**src/rtl/me_pkg.sv**
```systemverilog
`default_nettype none
// ============================================================================
//  Module      : me_pkg
//  Description : Shared types and constants for the motion-estimation
//                best-MV selector. Holds the partition count, cost and MV
//                widths, partition index constants, the {y, x} MV struct,
//                the selector state enum and the saturated cost ceiling.
//  Revision    : 1.0 - initial release
// ============================================================================
package me_pkg;

  localparam int NUM_PART = 9;
  localparam int COST_W   = 20;
  localparam int MV_W     = 8;

  // Partition order used by best_sad / best_mv
  localparam int P16x16_0 = 0;
  localparam int P16x16_1 = 1;
  localparam int P16x16_2 = 2;
  localparam int P16x16_3 = 3;
  localparam int P16x32_0 = 4;
  localparam int P16x32_1 = 5;
  localparam int P32x16_0 = 6;
  localparam int P32x16_1 = 7;
  localparam int P32x32   = 8;

  localparam logic [COST_W-1:0] COST_MAX = {COST_W{1'b1}};

  typedef struct packed {
    logic [MV_W-1:0] y;
    logic [MV_W-1:0] x;
  } mv_t;

  typedef enum logic [1:0] {
    IDLE   = 2'd0,
    SEARCH = 2'd1,
    DRAIN  = 2'd2
  } state_t;

endpackage : me_pkg
`default_nettype wire

```
**src/rtl/sad_min_cell.sv**
```systemverilog
`default_nettype none
// ============================================================================
//  Module      : sad_min_cell
//  Description : Running-minimum tracker for one partition. Keeps the lowest
//                cost seen so far plus the raw SAD and MV that produced it.
//                Replacement only on strictly lower cost, so the earliest
//                position wins a tie.
//  Ports       : clk, rst_n   - clock, async active-low reset
//                clear        - re-arm for a new window (cost/SAD = max, MV = 0)
//                update_en    - candidate valid this cycle
//                cost, sad,mv - candidate cost, raw SAD and motion vector
//                best_sad     - raw SAD of current winner
//                best_mv      - MV of current winner
//  Revision    : 1.0 - initial release
// ============================================================================
module sad_min_cell
  import me_pkg::*;
(
  input  logic              clk,
  input  logic              rst_n,
  input  logic              clear,
  input  logic              update_en,
  input  logic [COST_W-1:0] cost,
  input  logic [COST_W-1:0] sad,
  input  mv_t               mv,
  output logic [COST_W-1:0] best_sad,
  output mv_t               best_mv
);

  logic [COST_W-1:0] min_cost;

  always_ff @(posedge clk or negedge rst_n) begin
    if (!rst_n) begin
      min_cost <= COST_MAX;
      best_sad <= COST_MAX;
      best_mv  <= '0;
    end else if (clear) begin
      min_cost <= COST_MAX;
      best_sad <= COST_MAX;
      best_mv  <= '0;
    end else if (update_en && (cost < min_cost)) begin
      min_cost <= cost;
      best_sad <= sad;
      best_mv  <= mv;
    end
  end

endmodule : sad_min_cell
`default_nettype wire

```
**src/rtl/sad_best_mv_select.sv**
```systemverilog
`default_nettype none
// ============================================================================
//  Module      : sad_best_mv_select
//  Description : Consumes per-position SAD vectors from the search engine and
//                selects, for each of the 9 partitions, the position with the
//                lowest cost. Reports signed MVs and raw best SADs once the
//                final position has drained through the pipeline.
//  Ports       : clk, rst_n            - clock, async active-low reset
//                start                 - begin (or restart) a search window
//                sad_valid, sad_last   - position valid / final position
//                SAD16x16..SAD32x32    - packed SAD vectors, index 0 at LSBs
//                search_column_count,
//                search_row_count      - position of the current SADs
//                best_sad, best_mv     - per-partition results
//                busy, done            - window in progress / results ready
//  Config      : SAD_MV_COST_EN - when defined, cost includes an MV-length
//                penalty ((|mv_x|+|mv_y|) << LAMBDA_SHIFT), saturated.
//  Revision    : 1.0 - initial release
// ============================================================================
module sad_best_mv_select
  import me_pkg::*;
#(
  parameter int COL_CENTER   = 16,
  parameter int ROW_CENTER   = 64,
  parameter int LAMBDA_SHIFT = 2
) (
  input  logic                       clk,
  input  logic                       rst_n,
  input  logic                       start,
  input  logic                       sad_valid,
  input  logic                       sad_last,
  input  logic [63:0]                SAD16x16,
  input  logic [33:0]                SAD16x32,
  input  logic [33:0]                SAD32x16,
  input  logic [17:0]                SAD32x32,
  input  logic [4:0]                 search_column_count,
  input  logic [6:0]                 search_row_count,
  output logic [NUM_PART*COST_W-1:0] best_sad,
  output logic [NUM_PART*2*MV_W-1:0] best_mv,
  output logic                       busy,
  output logic                       done
);

  localparam logic [MV_W-1:0] COL_C = MV_W'(COL_CENTER);
  localparam logic [MV_W-1:0] ROW_C = MV_W'(ROW_CENTER);

  state_t state;

  // ---------------------------------------------------------------------------
  // Input unpacking, zero-extended to cost width
  // ---------------------------------------------------------------------------
  logic [COST_W-1:0] in_sad [NUM_PART];
  mv_t               in_mv;

  for (genvar i = 0; i < 4; i++) begin : g_unpack_16x16
    assign in_sad[P16x16_0+i] = {4'b0, SAD16x16[16*i +: 16]};
  end
  for (genvar i = 0; i < 2; i++) begin : g_unpack_17
    assign in_sad[P16x32_0+i] = {3'b0, SAD16x32[17*i +: 17]};
    assign in_sad[P32x16_0+i] = {3'b0, SAD32x16[17*i +: 17]};
  end
  assign in_sad[P32x32] = {2'b0, SAD32x32};

  // Two's-complement offset from the search-window centre
  assign in_mv.x = {3'b0, search_column_count} - COL_C;
  assign in_mv.y = {1'b0, search_row_count} - ROW_C;

  // A start in the same cycle discards the position
  logic accept;
  assign accept = sad_valid && (state == SEARCH) && !start;

  // ---------------------------------------------------------------------------
  // Pipeline: s1 captures the position, s2 holds its cost, cells update next.
  // ---------------------------------------------------------------------------
  logic              s1_valid, s1_last, s2_valid, s2_last, upd_last;
  logic [COST_W-1:0] s1_sad  [NUM_PART];
  logic [COST_W-1:0] s2_sad  [NUM_PART];
  logic [COST_W-1:0] s2_cost [NUM_PART];
  logic [COST_W-1:0] cost_c  [NUM_PART];
  mv_t               s1_mv, s2_mv;

`ifdef SAD_MV_COST_EN
  logic [MV_W-1:0] abs_x, abs_y;
  logic [31:0]     penalty;

  assign abs_x   = s1_mv.x[MV_W-1] ? (~s1_mv.x + 1'b1) : s1_mv.x;
  assign abs_y   = s1_mv.y[MV_W-1] ? (~s1_mv.y + 1'b1) : s1_mv.y;
  assign penalty = (32'(abs_x) + 32'(abs_y)) << LAMBDA_SHIFT;

  for (genvar i = 0; i < NUM_PART; i++) begin : g_cost
    logic [31:0] sum;
    assign sum       = 32'(s1_sad[i]) + penalty;
    assign cost_c[i] = (sum > 32'(COST_MAX)) ? COST_MAX : sum[COST_W-1:0];
  end
`else
  for (genvar i = 0; i < NUM_PART; i++) begin : g_cost
    assign cost_c[i] = s1_sad[i];
  end
`endif

  always_ff @(posedge clk or negedge rst_n) begin
    if (!rst_n) begin
      s1_mv <= '0;
      s2_mv <= '0;
      for (int i = 0; i < NUM_PART; i++) begin
        s1_sad[i]  <= '0;
        s2_sad[i]  <= '0;
        s2_cost[i] <= '0;
      end
    end else begin
      if (accept) begin
        s1_mv <= in_mv;
        for (int i = 0; i < NUM_PART; i++) s1_sad[i] <= in_sad[i];
      end
      s2_mv <= s1_mv;
      for (int i = 0; i < NUM_PART; i++) begin
        s2_sad[i]  <= s1_sad[i];
        s2_cost[i] <= cost_c[i];
      end
    end
  end

  // ---------------------------------------------------------------------------
  // Control FSM with pipeline valid/last tracking
  // ---------------------------------------------------------------------------
  always_ff @(posedge clk or negedge rst_n) begin
    if (!rst_n) begin
      state    <= IDLE;
      busy     <= 1'b0;
      done     <= 1'b0;
      s1_valid <= 1'b0;
      s1_last  <= 1'b0;
      s2_valid <= 1'b0;
      s2_last  <= 1'b0;
      upd_last <= 1'b0;
    end else begin
      done     <= 1'b0;
      s1_valid <= accept;
      s1_last  <= accept && sad_last;
      s2_valid <= s1_valid;
      s2_last  <= s1_valid && s1_last;
      upd_last <= s2_valid && s2_last;
      if (start) begin
        // Restart: flush anything in flight, no done for the old window
        state    <= SEARCH;
        busy     <= 1'b1;
        s1_valid <= 1'b0;
        s1_last  <= 1'b0;
        s2_valid <= 1'b0;
        s2_last  <= 1'b0;
        upd_last <= 1'b0;
      end else begin
        case (state)
          SEARCH: if (sad_valid && sad_last) state <= DRAIN;
          DRAIN: begin
            // upd_last marks the cycle after the final cell update
            if (upd_last) begin
              state <= IDLE;
              busy  <= 1'b0;
              done  <= 1'b1;
            end
          end
          default: state <= IDLE;
        endcase
      end
    end
  end

  // ---------------------------------------------------------------------------
  // Per-partition minimum trackers
  // ---------------------------------------------------------------------------
  for (genvar i = 0; i < NUM_PART; i++) begin : g_cell
    mv_t cell_mv;
    sad_min_cell u_cell (
      .clk       (clk),
      .rst_n     (rst_n),
      .clear     (start),
      .update_en (s2_valid),
      .cost      (s2_cost[i]),
      .sad       (s2_sad[i]),
      .mv        (s2_mv),
      .best_sad  (best_sad[COST_W*i +: COST_W]),
      .best_mv   (cell_mv)
    );
    assign best_mv[2*MV_W*i +: 2*MV_W] = cell_mv;
  end

endmodule : sad_best_mv_select
`default_nettype wire

```
**config.mk**
```make
export PLATFORM = sky130hd
export DESIGN_NAME = sad_best_mv_select
export DESIGN_NICKNAME = d
export VERILOG_FILES = /design/src/rtl/me_pkg.sv /design/src/rtl/sad_min_cell.sv /design/src/rtl/sad_best_mv_select.sv
export SDC_FILE = /design/constraint.sdc
export NUM_CORES = 1
export LEC_CHECK = 0
export BUFFER_PORTS_ARGS = -buffer_cell sky130_fd_sc_hd__buf_4
export CAP_MARGIN = 15
export CORE_ASPECT_RATIO = 1.75
export CORE_UTILIZATION = 35
export CTS_CLUSTER_DIAMETER = 40
export DETAILED_ROUTE_END_ITERATION = 12
export GPL_TIMING_DRIVEN = 1
export PLACE_DENSITY = 0.54
export SLEW_MARGIN = 20
export SYNTH_ARGS = -nofsm -noshare
export SYNTH_HDL_FRONTEND = slang
export SYNTH_HIERARCHICAL = 1
export SYNTH_SLANG_ARGS = --single-unit
```
**constraint.sdc**
```tcl
create_clock -name clk -period 2.75 [get_ports clk]
set_clock_uncertainty 0.1 [all_clocks]
set_input_delay 0.1375 -clock clk [delete_from_list [all_inputs] [get_ports clk]]
set_output_delay 0.1375 -clock clk [all_outputs]
set_load 0.02 [all_outputs]
```
==> Yosys cells after proc, flatten, opt, wreduce, memory -nomap -nowiden <==
Cells that the tools add are included.
{ "totals": {"wordCells": 152, "out_inout_bits": 326, "input_bits": 167, "reg_bits": 665} }
{ "classes": {"mux": 51, "n_lt_le_gt_ge": 9, "reduce_logical": 29, "n_eq_ne": 4, "n_addsub": 2} }
{ "op_table": {"columns": ["op", "n"], "rows": [
  ["$mux W20", 18],
  ["$mux W16", 18],
  ["$lt A16 B20 Y1", 4],
  ["$lt A17 B20 Y1", 4],
  ["$reduce_bool A2 Y1", 11],
  ["$lt A18 B20 Y1", 1],
  ["$logic_and A1 B1 Y1", 15],
  ["$mux W1", 11],
  ["$sub A7 B7 Y8 const B", 1],
  ["$mux W2", 3],
  ["$sub A5 B5 Y6 const B", 1],
  ["$pmux W2 S2", 1],
  ["$reduce_and A2 Y1", 2],
  ["$ne A3 B2 Y1 const B", 1],
  ["$ne A3 B3 Y1 const B", 1],
  ["$eq A2 B1 Y1 const B", 1],
  ["$eq A2 B2 Y1 const B", 1],
  ["$logic_not A1 Y1", 1]
]} }

==> Logic depth before layout (Yosys ltp) <==
{ "depth": {"depth_word": 5, "ltp_mapped": 11, "ltp_nobuf": 8} }

==> Cells and area by module <==
Netlist, hierarchy kept.
{ "by_module_without_submodules": {"columns": ["mod", "seq_area_each_um2", "area_each_um2", "n_inst", "cells_per_inst"], "rows": [
  ["sad_min_cell", 1451.4, 3154.3, 9, 309],
  ["sad_best_mv_select", 8333.0, 10430.0, 1, 531]
]} }

==> Worst setup path after synthesis <==
No wires, ideal clock.
{ "synth_path": {"kind": "register to register", "start": "register g_cell[8].u_cell.min_cost[13]", "end": "register g_cell[8].u_cell.best_sad[0]", "period_less_slack_ps": 2308, "setup_time_ps": 75, "path_stages_with_launch": 12, "required_ps": 2575, "arrival_ps": 2133, "setup_slack_ps": 442, "n_path_buf": 3, "path_cell_list": "dfstp_2 -> inv_1 -> ha_1 -> a21o_1 -> nand3_1 -> a21oi_1 -> a2111oi_2 -> and3_1 -> buf_4 -> buf_12 -> buf_12 -> mux2i_1"} }
{ "synth_between": {"elab_chain_len": 3} }
{ "synth_lines": {"columns": ["element", "line", "source"], "rows": [
  ["start, declared", "sad_min_cell.sv:30", "logic [COST_W-1:0] min_cost;"],
  ["start signal, assigned", "sad_min_cell.sv:42", "min_cost <= cost;"],
  ["$lt A18 B20 Y1", "sad_min_cell.sv:41", "end else if (update_en && (cost < min_cost)) begin"],
  ["$logic_and A1 B1 Y1", "sad_min_cell.sv:41", null],
  ["$reduce_bool A2 Y1 (no line)", null, null],
  ["end signal, assigned", "sad_min_cell.sv:35", "best_sad <= COST_MAX;"],
  ["end signal, assigned", "sad_min_cell.sv:39", "best_sad <= COST_MAX;"],
  ["end signal, assigned", "sad_min_cell.sv:43", "best_sad <= sad;"],
  ["end, declared", "sad_min_cell.sv:26", "output logic [COST_W-1:0] best_sad,"]
]} }
No other way between the ends.
A chain may end at the register's enable or synchronous reset.

==> Worst setup path in the final report <==
{ "layout_path": {"start": "register g_cell[7].u_cell.min_cost[13]", "end": "register g_cell[7].u_cell.min_cost[5]"} }
{ "layout_between": {"elab_chain_len": 3} }
{ "layout_lines": {"columns": ["element", "line"], "rows": [
  ["start, declared", "sad_min_cell.sv:30"],
  ["start signal, assigned", "sad_min_cell.sv:42"],
  ["$lt A17 B20 Y1", "sad_min_cell.sv:41"],
  ["$logic_and A1 B1 Y1", "sad_min_cell.sv:41"],
  ["$reduce_bool A2 Y1 (no line)", null]
]} }
No other way between the ends.

==> impl_metrics.tcl <==
set metrics [dict create \
    yosys_most_used_dff "dfrtp_1" \
    min_period_ps 2630 \
    ys_types 35 \
    drt_pre_antenna_iters 5 \
    synth-xor-area-share_pct 0 \
    grt_pass1_vias 26700 \
    cp_max_fo 18 \
    die_y_um 443 \
    crit_arrival_ps 3120 \
    clk-insertion-delay-late_ps 690 \
    die_x_um 254 \
    cts_buffers 101 \
    status "complete, no violations" \
    synth.top_cells.by_count "732 x nor2_1, 506 x mux2i_1, 477 x dfrtp_1" \
    critPathKind "reg -> reg" \
    drive_gt1_share_pct 29.7 \
    antenna_found_initial 8 \
    m1WireLength_um 42200 \
    synth_simple_gate_area_share_pct 13.5 \
    grt_pass1_wl_um 155000 \
    cp.required_ps 3250 \
    worstHoldPathType "in -> reg" \
    synth_top_cell_by_area "dfrtp_1" \
    synth_top_area_share_pct 30.7 \
    io_buffers 492 \
    clkPwrFrac_pct 41.5 \
    netlist_instances 3312 \
    place_area_um2 44200 \
    die_area_um2 112000 \
    combinationalPowerShare_pct 13.0 \
    synth-async-reset-ratio_pct 100 \
    leakage_nw 22.7 \
    track_usage_pct 17.8 \
    end_kind "register" \
    core_area_um2 110000 \
    overflow 0 \
    dp_hpwl_um 65200 \
    clockBufferDepth 3 \
    synth_top_family_by_area "multiplexers" \
    tightest_slew_ps 1090 \
    wl_per_cell_um 17.7 \
    drt-vias-per-instance 4.54 \
    netSwitchingPower_mw 9.27 \
    antenna_left 0 \
    p_sw_share_pct 27.8 \
    fillers 10400 \
    critPathLaunchType "register" \
    yosysMostFrequentCell "nor2_1" \
    nets 4398 \
    drt-initial-drc-count 1282 \
    place_congestion 0.761 \
    num_rows 161 \
    grt_max_degree 248 \
    yosysWarnings 6 \
    drv_slew 0 \
    cts.reportedPaths.clkPinSlew_ps 60 \
    yosys-mux-area-fraction_pct 17.7 \
    relSlewSlack_pct 27.5 \
    timing.fmax_mhz 381 \
    synthAdderAreaFrac_pct 5.51 \
    synth_edf_count 0 \
    fin_util_pct 45.0 \
    maxUsedRoutingLayer "met5" \
    min_path_cells 3 \
    timing.setup.tns_ps 0 \
    start_util_pct 35.3 \
    r2r_slack_ps 120 \
    synth_area_um2 38800 \
    synth-seq-cells 837 \
    drc 0 \
    yosysSeqAreaShare_pct 55.1 \
    clock-root-buffer "clkbuf_16" \
    power_frac_seq_pct 45.5 \
    finalCritPeriodShare_pct 95.5 \
    wl_um 99200 \
    ys_top_cells_by_area "dfrtp_1 31%, dfstp_2 24%, mux2i_1 13%" \
    synth_compound_area_share_pct 2.23 \
    ir_worst_vdd_uv 821 \
    vias 25500 \
    io-pin-count 493 \
    syn_area_per_cell_um2 11.7 \
    finalHoldViolCount 0 \
    cts_tree "done" \
    cellPowerDensity_nw_per_um2 673 \
    htreeDepth 3 \
    setup_viol 0 \
    met3_length_um 5940 \
    syn_to_final_growth_pct 27.6 \
    final_area_um2 49500 \
    worstRegToRegCells 9 \
    p_int_mw 24.1 \
    wl_met2_um 48300 \
    max_cap_viol_count 0 \
    clkSinkCount 837 \
]
-- power groups by stage --
| stage | clock (mW) | combinational, mW | sequential (mW) |
|---|---|---|---|
| 2_1_floorplan | 0 | 2.39 | 15.1 |
| 3_3_place_gp | 0 | 4.10 | 15.4 |
| 3_5_place_dp | 0 | 4.17 | 15.4 |
| 4_1_cts | 14.3 | 4.40 | 15.2 |
| 5_1_grt | 14.8 | 4.86 | 15.4 |
| 6_report | 13.8 | 4.33 | 15.2 |
-- flip-flops by register name, summed over array words and instances (netlist names), 2 cells and up --
register                cells
state                       2
cost_c                    150
g_cell.u_cell/min_cost    180
g_cell.u_cell/best_sad    180
s2_cost                   150
g_cell.u_cell/best_mv     144
s1_mv                      12
s2_mv                      12
-- cell usage in the layout (no fill, tap or decap), drive strengths merged, types with 10 or more instances in the layout --
cell type / synthesis / routed
a21o: 19 / 19
a21oi: 55 / 55
and3: 9 / 10
and4: 18 / 18
buf: 81 / 575
clkbuf: 108 / 130
clkinv: 0 / 27
clkinvlp: 0 / 10
conb: 1 / 90
dfrtp: 477 / 477
dfstp: 360 / 360
dlygate4sd3: 0 / 168
ha: 171 / 171
inv: 183 / 201
mux2: 160 / 160
mux2i: 506 / 506
nand2: 20 / 20
nand2b: 297 / 297
nand3: 27 / 27
nand4: 18 / 18
nor2: 732 / 732
nor2b: 10 / 10
o21ai: 18 / 18
-- worst paths after layout --
kind	to	start
min in group asynchronous	g_cell[6].u_cell/min_cost[9]	rst_n
worst max register to register	g_cell[7].u_cell/min_cost[5]	g_cell[7].u_cell/min_cost[13]
worst max-delay path	g_cell[7].u_cell/min_cost[5]	g_cell[7].u_cell/min_cost[13]
worst min register to register	s2_cost[28]	cost_c[28]
worst min-delay path	s1_mv[4]	search_column_count[4]
max in group asynchronous	g_cell[7].u_cell/best_sad[3]	rst_n
-- worst max-delay path: stages, from the launching register on --
cell and delay (ps):
dfstp_2 530, inv_1 40, ha_1 290, a21o_1 160, nand3_1 70, a21oi_1 70, a2111oi_2 460, and3_4 390
buf_12 210, mux2i_1 230
-- repair_timing --
| item | CTS | global route |
|---|---|---|
| hold endpoints to repair | 612 | 0 |
| resized for setup | 1 | 2 |
| endpoints found under the setup margin | 6 | 16 |
| buffers inserted | 0 | 4 |
| cloned | 0 | 2 |
| pin swaps | 0 | 0 |
| hold buffers | 169 | 0 |
-- cell families after synthesis --
| family | count (synthesis) |
|---|---|
| AOI/OAI and AO/OA | 129 |
| other | 1 |
| adders and majority gates | 171 |
| DFF | 837 |
| buffers and inverters | 372 |
| muxes | 666 |
| and+or+nand+nor | 1136 |
-- layout make-up --
| type | instances | area (um2) | share of cell area [%] |
|---|---|---|---|
| Sequential cell | 837 | 21400 | 43.2 |
| Multi-Input combinational cell | 2193 | 15500 | 31.4 |
| Timing Repair Buffer | 744 | 6560 | 13.2 |
| Clock buffer | 129 | 2810 | 5.66 |
| Tap cell | 1467 | 1840 | 3.70 |
| Clock inverter | 63 | 708 | 1.43 |
| Inverter | 183 | 687 | 1.39 |
| Antenna cell | 5 | 12.5 | 0.0253 |
-- metrics by stage --
step                cells  setup WS (ps)  hold WS (ps)  total power [mW]
floorplan            3401            442          -258              17.5
global placement     5248          -44.5          60.4              19.5
detailed placement   5248           2.99          56.0              19.6
CTS                  5609            118          11.9              34.0
global route         5619          -39.3          37.3              35.0
finish               5621            124          74.1              33.4
-- layer usage --
layer  vias up  GRT usage, %
met3       133          4.48
met4         4          6.23
met5         -             0
met1     12500          21.9
met2       518          30.0
li1      12300             -
(Power assumes the default switching activity.)
